File: src/rtl/uart_pkg.sv
// Shared types and helpers for the UART receive packer.
package uart_pkg;

    localparam int unsigned MAX_WORD_BITS = 9;

    typedef enum logic [2:0] {
        IDLE,
        START,
        DATA,
        PARITY,
        STOP
    } state_t;

    function automatic int unsigned packet_width(input int unsigned n_words,
                                                 input int unsigned bits_per_word);
        return n_words * bits_per_word;
    endfunction

    // Expected parity bit for a zero-extended data word.
    function automatic logic parity_bit(input logic [MAX_WORD_BITS-1:0] data,
                                        input logic odd);
        return (^data) ^ odd;
    endfunction

endpackage

File: src/rtl/uart_rx_word.sv
// Single-word UART receiver: rx synchroniser, bit-timing FSM and LSB-first shifter.
// Status outputs are combinational strobes asserted in the cycle of the final stop sample.
module uart_rx_word
    import uart_pkg::*;
#(
    parameter int unsigned CLOCKS_PER_PULSE = 4,
    parameter int unsigned BITS_PER_WORD    = 8,
    parameter int unsigned PARITY_EN        = 0,
    parameter int unsigned PARITY_ODD       = 0,
    parameter int unsigned STOP_BITS        = 1
) (
    input  logic                     clk,
    input  logic                     rst,
    input  logic                     rx,
    output logic [BITS_PER_WORD-1:0] word,
    output logic                     word_valid_c,
    output logic                     err_frame_c,
    output logic                     err_parity_c,
    output logic                     active_c
);

    localparam int unsigned CNT_W = $clog2(CLOCKS_PER_PULSE);
    localparam int unsigned BIT_W = $clog2(BITS_PER_WORD);
    localparam int unsigned HALF  = CLOCKS_PER_PULSE / 2 - 1;

    state_t                   state, state_next;
    logic                     rx_meta, rx_s;
    logic [CNT_W-1:0]         cnt, cnt_next;
    logic [BIT_W-1:0]         bit_idx, bit_next;
    logic [BITS_PER_WORD-1:0] word_next;
    logic                     par_bit, par_next;
    logic                     stop_idx, stop_next;
    logic                     frame_bad, frame_bad_next;
    logic                     frame_err, parity_err;

    // Synchroniser idles high so reset never looks like a start bit.
    always_ff @(posedge clk or posedge rst) begin
        if (rst) begin
            rx_meta   <= 1'b1;
            rx_s      <= 1'b1;
            state     <= IDLE;
            cnt       <= '0;
            bit_idx   <= '0;
            word      <= '0;
            par_bit   <= 1'b0;
            stop_idx  <= 1'b0;
            frame_bad <= 1'b0;
        end else begin
            rx_meta   <= rx;
            rx_s      <= rx_meta;
            state     <= state_next;
            cnt       <= cnt_next;
            bit_idx   <= bit_next;
            word      <= word_next;
            par_bit   <= par_next;
            stop_idx  <= stop_next;
            frame_bad <= frame_bad_next;
        end
    end

    always_comb begin
        state_next     = state;
        cnt_next       = cnt;
        bit_next       = bit_idx;
        word_next      = word;
        par_next       = par_bit;
        stop_next      = stop_idx;
        frame_bad_next = frame_bad;
        word_valid_c   = 1'b0;
        err_frame_c    = 1'b0;
        err_parity_c   = 1'b0;
        frame_err      = frame_bad | ~rx_s;
        parity_err     = (PARITY_EN != 0) &&
                         (par_bit != parity_bit(MAX_WORD_BITS'(word), 1'(PARITY_ODD)));

        case (state)
            IDLE: begin
                cnt_next = '0;
                if (!rx_s) state_next = START;
            end
            START: begin
                if (cnt == CNT_W'(HALF)) begin
                    cnt_next   = '0;
                    bit_next   = '0;
                    state_next = rx_s ? IDLE : DATA;
                end else begin
                    cnt_next = cnt + CNT_W'(1);
                end
            end
            DATA: begin
                if (cnt == CNT_W'(CLOCKS_PER_PULSE - 1)) begin
                    cnt_next  = '0;
                    word_next = {rx_s, word[BITS_PER_WORD-1:1]};
                    bit_next  = bit_idx + BIT_W'(1);
                    if (bit_idx == BIT_W'(BITS_PER_WORD - 1)) begin
                        stop_next      = 1'b0;
                        frame_bad_next = 1'b0;
                        state_next     = (PARITY_EN != 0) ? PARITY : STOP;
                    end
                end else begin
                    cnt_next = cnt + CNT_W'(1);
                end
            end
            PARITY: begin
                if (cnt == CNT_W'(CLOCKS_PER_PULSE - 1)) begin
                    cnt_next   = '0;
                    par_next   = rx_s;
                    state_next = STOP;
                end else begin
                    cnt_next = cnt + CNT_W'(1);
                end
            end
            STOP: begin
                if (cnt == CNT_W'(CLOCKS_PER_PULSE - 1)) begin
                    cnt_next = '0;
                    // Leaving at mid stop bit keeps a back-to-back start bit visible.
                    if (stop_idx == 1'(STOP_BITS - 1)) begin
                        err_frame_c  = frame_err;
                        err_parity_c = parity_err;
                        word_valid_c = ~frame_err & ~parity_err;
                        state_next   = IDLE;
                    end else begin
                        stop_next      = 1'b1;
                        frame_bad_next = frame_err;
                    end
                end else begin
                    cnt_next = cnt + CNT_W'(1);
                end
            end
            default: state_next = IDLE;
        endcase

        active_c = (state_next != IDLE);
    end

endmodule

File: src/rtl/uart_rx_packer.sv
// Packs N_WORDS received UART words into one packet on a valid/ready output,
// with inter-word timeout and overflow reporting.
module uart_rx_packer
    import uart_pkg::*;
#(
    parameter int unsigned CLOCKS_PER_PULSE = 4,
    parameter int unsigned BITS_PER_WORD    = 8,
    parameter int unsigned N_WORDS          = 10,
    parameter int unsigned PARITY_EN        = 0,
    parameter int unsigned PARITY_ODD       = 0,
    parameter int unsigned STOP_BITS        = 1,
    parameter int unsigned TIMEOUT_PULSES   = 32
) (
    input  logic                               clk,
    input  logic                               rst,
    input  logic                               rx,
    output logic [N_WORDS*BITS_PER_WORD-1:0]   m_data,
    output logic                               m_valid,
    input  logic                               m_ready,
    output logic                               err_frame,
    output logic                               err_parity,
    output logic                               err_timeout,
    output logic                               err_overflow,
    output logic                               busy
);

    localparam int unsigned PKT_W    = packet_width(N_WORDS, BITS_PER_WORD);
    localparam int unsigned IDX_W    = (N_WORDS > 1) ? $clog2(N_WORDS) : 1;
    localparam int unsigned TO_LIMIT = (TIMEOUT_PULSES == 0) ? 1 : TIMEOUT_PULSES * CLOCKS_PER_PULSE;
    localparam int unsigned TO_W     = $clog2(TO_LIMIT + 1);

    logic [BITS_PER_WORD-1:0] word;
    logic                     word_valid_c, err_frame_c, err_parity_c, active_c;

    logic [PKT_W-1:0] asm_q, asm_next, m_data_next;
    logic [IDX_W-1:0] idx, idx_next;
    logic [TO_W-1:0]  tcnt, tcnt_next;
    logic             m_valid_next, busy_next;
    logic             err_frame_next, err_parity_next, err_timeout_next, err_overflow_next;

    uart_rx_word #(
        .CLOCKS_PER_PULSE (CLOCKS_PER_PULSE),
        .BITS_PER_WORD    (BITS_PER_WORD),
        .PARITY_EN        (PARITY_EN),
        .PARITY_ODD       (PARITY_ODD),
        .STOP_BITS        (STOP_BITS)
    ) u_word (
        .clk          (clk),
        .rst          (rst),
        .rx           (rx),
        .word         (word),
        .word_valid_c (word_valid_c),
        .err_frame_c  (err_frame_c),
        .err_parity_c (err_parity_c),
        .active_c     (active_c)
    );

    always_ff @(posedge clk or posedge rst) begin
        if (rst) begin
            asm_q        <= '0;
            idx          <= '0;
            tcnt         <= '0;
            m_data       <= '0;
            m_valid      <= 1'b0;
            busy         <= 1'b0;
            err_frame    <= 1'b0;
            err_parity   <= 1'b0;
            err_timeout  <= 1'b0;
            err_overflow <= 1'b0;
        end else begin
            asm_q        <= asm_next;
            idx          <= idx_next;
            tcnt         <= tcnt_next;
            m_data       <= m_data_next;
            m_valid      <= m_valid_next;
            busy         <= busy_next;
            err_frame    <= err_frame_next;
            err_parity   <= err_parity_next;
            err_timeout  <= err_timeout_next;
            err_overflow <= err_overflow_next;
        end
    end

    always_comb begin
        asm_next          = asm_q;
        idx_next          = idx;
        tcnt_next         = '0;
        m_data_next       = m_data;
        m_valid_next      = m_valid & ~m_ready;
        err_frame_next    = 1'b0;
        err_parity_next   = 1'b0;
        err_timeout_next  = 1'b0;
        err_overflow_next = 1'b0;

        if (err_frame_c || err_parity_c) begin
            // Bad word poisons the whole partial packet.
            err_frame_next  = err_frame_c;
            err_parity_next = err_parity_c;
            idx_next        = '0;
        end else if (word_valid_c) begin
            for (int i = 0; i < N_WORDS; i++) begin
                if (idx == IDX_W'(i)) asm_next[i*BITS_PER_WORD +: BITS_PER_WORD] = word;
            end
            if (idx == IDX_W'(N_WORDS - 1)) begin
                idx_next = '0;
                if (!m_valid || m_ready) begin
                    m_data_next  = asm_next;
                    m_valid_next = 1'b1;
                end else begin
                    err_overflow_next = 1'b1;
                end
            end else begin
                idx_next = idx + IDX_W'(1);
            end
        end else if ((TIMEOUT_PULSES != 0) && !active_c && (idx != '0)) begin
            // Idle gap inside a packet; any start bit clears the count.
            if (tcnt == TO_W'(TO_LIMIT - 1)) begin
                idx_next         = '0;
                err_timeout_next = 1'b1;
            end else begin
                tcnt_next = tcnt + TO_W'(1);
            end
        end

        busy_next = active_c | (idx_next != '0);
    end

endmodule

File: config.mk
export PLATFORM = sky130hd
export DESIGN_NAME = uart_rx_packer
export DESIGN_NICKNAME = d
export VERILOG_FILES = /design/src/rtl/uart_pkg.sv /design/src/rtl/uart_rx_word.sv /design/src/rtl/uart_rx_packer.sv
export SDC_FILE = /design/constraint.sdc
export NUM_CORES = 1
export LEC_CHECK = 0
export CAP_MARGIN = 5
export CORE_ASPECT_RATIO = 1.75
export CORE_MARGIN = 1.5
export CORE_UTILIZATION = 55
export DETAILED_ROUTE_END_ITERATION = 8
export PLACE_DENSITY = 0.84
export SYNTH_ARGS = -nofsm -noshare
export SYNTH_HDL_FRONTEND = slang
export SYNTH_SLANG_ARGS = --single-unit
File: constraint.sdc
create_clock -name clk -period 7 [get_ports clk]
set_clock_uncertainty 0.05 [all_clocks]
set_input_delay 1.4 -clock clk [delete_from_list [all_inputs] [get_ports clk]]
set_output_delay 1.4 -clock clk [all_outputs]
set_load 0.02 [all_outputs]
* Yosys cells after proc, flatten, opt, wreduce, memory -nomap -nowiden
Cells that the tools add are included.
Cells by class: muxes and demuxes 61, add/sub/neg operators 4, equality and inequality tests 22, reductions and logical operators 19, bitwise logic cells 7
Operators by type and width (count):
- $mux W8 | 14
- $mux W3 | 9
- $mux W1 | 25
- $mux W4 | 5
- $eq A4 B3 Y1 const B | 4
- $pmux W3 S5 | 1
- $ne A2 B1 Y1 const B | 5
- $add A8 B1 Y8 const B | 1
- $eq A4 B2 Y1 const B | 2
- $eq A4 B4 Y1 const B | 2
- $eq A8 B7 Y1 const B | 1
- $reduce_and A4 Y1 | 2
- $reduce_bool A4 Y1 | 2
- $eq A3 B2 Y1 const B | 2
- $eq A3 B3 Y1 const B | 2
- $mux W2 | 3
- $pmux W2 S3 | 1
- $pmux W3 S2 | 1
- $reduce_bool A3 Y1 | 2
- $reduce_and A5 Y1 | 1
- $add A4 B1 Y4 const B | 1
- $eq A4 B1 Y1 const B | 1
- $logic_not A4 Y1 | 1
- $not A1 Y1 | 4
- other kinds (16) | 21
Storage, ports and cells: word-level logic and storage cells 130, output and inout bits 86, register bits 197

* Longest topological paths before layout
depth in word-level cells 12, gate-level depth with buffers 8, gate-level depth less buffers 7

* By module
Synthesis repeated with hierarchy kept, for this count alone.
Second synthesis, totals: cell total of the unflattened synthesis 591, area total of the unflattened synthesis 8564.5 um^2
Modules (own cells, without submodules):
- uart_rx_packer | sequential area each 4254.1 um^2, area each 7608.5 um^2, times used 1, cells each 513
- uart_rx_word | sequential area each 478.0 um^2, area each 955.9 um^2, times used 1, cells each 78

* Worst setup path before layout
Ideal clock, no wire load.
path type in2reg, start point in m_ready, end point reg m_data[72], data arrival time 2.237 ns, cell stages on the path 4, setup slack 4.588 ns, path through nand2b_1 > nand3_4 > buf_2 > mux2_2
On the way: longest elaborated chain between the ends 2
RTL lines:
- start: declaration | RTL line uart_rx_packer.sv:19 | input logic m_ready,
- $logic_or A1 B1 Y1 | RTL line uart_rx_packer.sv:106 | if (!m_valid || m_ready) begin
- $reduce_and A4 Y1 (no source line)
- end signal: assignment | RTL line uart_rx_packer.sv:74 | m_data <= m_data_next;
- end: declaration | RTL line uart_rx_packer.sv:17 | output logic [N_WORDS*BITS_PER_WORD-1:0] m_data,
Every way passes these cells. A chain may end at the register's enable or synchronous reset.

* Worst setup path in the final report
start point in m_ready, end point reg m_data[69]
The elaborated chain is that of the path after synthesis.

==> reports/results.txt <==
The smallest clock period supported by the final layout is computed as 3300 ps. Dividing total power by cell area gives a power density of 235 mW/mm². The logs give 0 for the number of antenna-violating nets in the routed design and 90 for the count of pins on the block boundary. The sequential-to-total area share from yosys stat was 57.2%. From synthesis to final layout, the design area changed by 18.0%. By area, the combinational part of the netlist is dominated by multiplexers.

The number of nets in the synthesized netlist was 697; the floorplan die width was 95.5 µm. The Yosys step of the flow raised 0 warnings. Area of the mapped netlist: 0.00824 mm². The parity-gate share of the synthesized area counting xor and xnor cells is 0.638%, and the largest net degree at the start of global routing is 84. TritonCTS built the clock tree. The antenna cell count was 0; the average wire per cell in the routed design was 18.5 µm. Setup violations remaining at the end of the flow were counted as 0. Nature of the critical path endpoint: a flip-flop.

The DRC marker count from the first detailed-route iteration came out at 363. Achievable frequency: 303 MHz. For this run, design rule violations remaining after detail routing come to 0.

Setup repair after global routing left no endpoint under its margin. The number of hold-slack violations in the final timing report was 0; the maximum vdd drop was 180 µV. The number of flops mapped to enable cells by yosys is 0. Type of element launching the critical path: an input port.

The number of sinks handled by clock tree synthesis was 188. The path class of the tightest hold or removal check is reg -> reg. The arrival time at the worst endpoint was 3540 ps; the ratio of routed vias to standard cells was 5.67. Clock-pin slew of the registers on the worst-case setup and hold paths: 70 ps.

In the global route stage, overall resource usage came out at 23.9%. In the synthesized netlist, mux cells make up 21.0% of the area. Leaving out fill and tap cells, the most frequent cell in the layout is sky130_fd_sc_hd__dfrtp_1.

The post-route cell area was 0.00971 mm²; the number of cells upsized or downsized after cts was 0. After technology mapping, the gate count stands at 687. The clock root buffer master was sky130_fd_sc_hd__clkbuf_16. The core region is 0.0148 mm². On the final layout, the worst hold slack is 306 ps. Once detailed placement completed, the half-perimeter wirelength came to 11400 µm. The floorplan die height was 165 µm. Post-synthesis sequential element count: 188.

The total congestion overflow is 0, and the wire length after detailed routing is 17400 µm. The longest clock path from root to sink contains 2 buffers. Cells with a size suffix above 1 make up 18.7% of the layout.

The congestion estimate from routability-driven global placement came to 0.810. Slowest library cell on the worst path: sky130_fd_sc_hd__nand3_4. By startpoint and endpoint, the worst setup path is classified as in -> reg. The synthesized-area fraction occupied by ao, oa, aoi and oai cells was 6.65%. The run finished with clean final reports. Dividing the final minimum period by the clock period gives 47.1%.

The largest single stage delay on the critical path is 590 ps. The initialized floorplan defines 59 standard-cell rows. For this configuration, the core starts out at a cell density of 55.8%. The post-synthesis area per instance is 12.0 µm². The clock tree synthesis step divided the H-tree into 4 levels. The logs give 0 for the number of maximum-capacitance violations and 0.00914 mm² for the instance area at placement. The tools report the aggregate negative setup slack as 0 ps.

At the worst endpoint, the required time is 7240 ps. Worst relative slew slack: 34.2%. The run gives 0 as the count of final max-slew check failures. In the synthesized netlist the dominant register cell turns out to be sky130_fd_sc_hd__dfrtp_1. Along the worst path, the maximum fanout reaches 78. The logs give 430 ps for the insertion delay of the later-clocked pin in the worst-skew pair and 17 for the number of buffers added by the clock tree synthesis step.

After filler insertion, the fill cell instance count of the layout stands at 1091. During placement, the flow inserted port buffers numbering 88. The number of different library cells used by synthesis comes to 48.

The number of nets in the layout is 755, and the transition at the pin with the smallest max-transition slack is 987 ps. The share of synthesized cell area in and, or, nand and nor gates was 9.63%. After clock tree synthesis, the flow added hold-fix buffers numbering 0. Summing the areas of all fa, ha and maj instances in the mapped netlist gives 0.912% of the synthesized area. The number of global-route vias before repair came out at 5574.

Leaving out fill and tap cells, the most frequent cells in the layout are sky130_fd_sc_hd__dfrtp_1, sky130_fd_sc_hd__clkdlybuf4s50_1, sky130_fd_sc_hd__mux2_2. The global-route wire length before repair is 28300 µm, and the via total after detailed routing is 5340. The number of post-CTS setup repair buffers was 0. Initial antenna violation count: 0. Walking the worst path, the cells encountered are clkdlybuf4s50_1 -> nand2b_1 -> nand3_4 -> buf_4 -> nand2_1 -> o21ai_0. In the synthesized netlist the async set-or-reset flop fraction comes to 100%.

The total power was 2.29 mW. The floorplan step defined a die boundary enclosing 0.0157 mm². The logs give 6 for the length of the first detailed-routing pass in iterations and 4.36 nW for the leakage power figure.
==> power by group <==
part,total (mW),switching (mW),internal (mW)
sequential,1.19,0.0814,1.11
clock,0.940,0.438,0.502
combinational,0.154,0.0883,0.0654
==> sequential cells by signal, indices dropped and copies added (netlist names) <==
name / cells
m_data: 80
asm_q: 72
tcnt: 8
u_word.word: 8
idx: 4
u_word.bit_idx: 3
u_word.state: 3
u_word.cnt: 2
busy: 1
err_frame: 1
err_overflow: 1
err_timeout: 1
m_valid: 1
u_word.frame_bad: 1
u_word.rx_meta: 1
u_word.rx_s: 1
==> critical path, delay by kind of cell <==
kind            cells  cell delay [ps]
compound gates      1              100
buf+inv             2             1030
simple gates        3              970
==> cells in the mapped netlist, types with 4 or more instances <==
cell | instances | area [µm²]
sky130_fd_sc_hd__xor2_1 | 5 | 43.8
sky130_fd_sc_hd__a21oi_1 | 5 | 25.0
sky130_fd_sc_hd__buf_2 | 24 | 120
sky130_fd_sc_hd__nor4_1 | 4 | 25.0
sky130_fd_sc_hd__mux2_2 | 86 | 968
sky130_fd_sc_hd__inv_1 | 8 | 30.0
sky130_fd_sc_hd__nor2b_1 | 5 | 31.3
sky130_fd_sc_hd__dfrtp_1 | 186 | 4650
sky130_fd_sc_hd__ha_1 | 6 | 75.1
sky130_fd_sc_hd__o21ai_0 | 77 | 385
sky130_fd_sc_hd__nor3_1 | 6 | 30.0
sky130_fd_sc_hd__nand2b_1 | 8 | 50.1
sky130_fd_sc_hd__and2_1 | 6 | 37.5
sky130_fd_sc_hd__mux2i_1 | 73 | 731
sky130_fd_sc_hd__nand2_1 | 83 | 312
sky130_fd_sc_hd__nand3_1 | 7 | 35.0
sky130_fd_sc_hd__clkbuf_1 | 26 | 97.6
sky130_fd_sc_hd__nor2_1 | 18 | 67.6
sky130_fd_sc_hd__buf_4 | 7 | 52.6
==> final cells by class <==
class                   count  area [µm²]  area share (%)
clock inverters            15         150            1.55
well taps                 183         229            2.36
clock buffers              17         425            4.38
repair buffers             98         956            9.84
inverters                   8        35.0           0.361
flip-flops and latches    188        4710            48.5
multi-input cells         432        3210            33.1
==> final timing paths <==
path,endpoint,slack (ps),start,cells past startpoint
max,m_data[69]$_DFFE_PP0P_,3700,m_ready,6
min,u_word.rx_s$_DFF_PP1_,310,u_word.rx_meta$_DFF_PP1_,0
max reg2reg,m_data[69]$_DFFE_PP0P_,3960,u_word.state[2]$_DFF_PP0_,6
min reg2reg,u_word.rx_s$_DFF_PP1_,310,u_word.rx_meta$_DFF_PP1_,0
max in group asynchronous,m_data[14]$_DFFE_PP0P_,4010,rst,3
min in group asynchronous,err_overflow$_DFF_PP0_,1400,rst,2
==> metal layers <==
layer	global-route usage, %	part of all wire (%)	vias up
li1	-	-	2480
met4	11.8	4.0	0
met3	4.33	3.7	45
met2	42.0	54	153
met5	0	0	-
met1	27.5	39	2662
==> metrics by stage <==
step	cells	setup WS, ps	util (%)
after floorplan	687	440	-
after global placement	909	3350	61.9
after detailed placement	909	3260	61.9
after CTS	941	3710	65.8
after global routing	941	3480	65.8
final	941	3700	65.8
==> kinds of logic (layout without fill, tap and decap cells) <==
family	after synthesis	count (layout)
adder cells (fa/ha/maj)	6	6
flip-flops	188	188
AND/OR/NAND/NOR	157	157
buffers and inverters	67	138
multiplexers	162	162
AO/OA/AOI/OAI	100	100
XOR/XNOR	6	6
other	1	1
(Power assumes the default switching activity.)
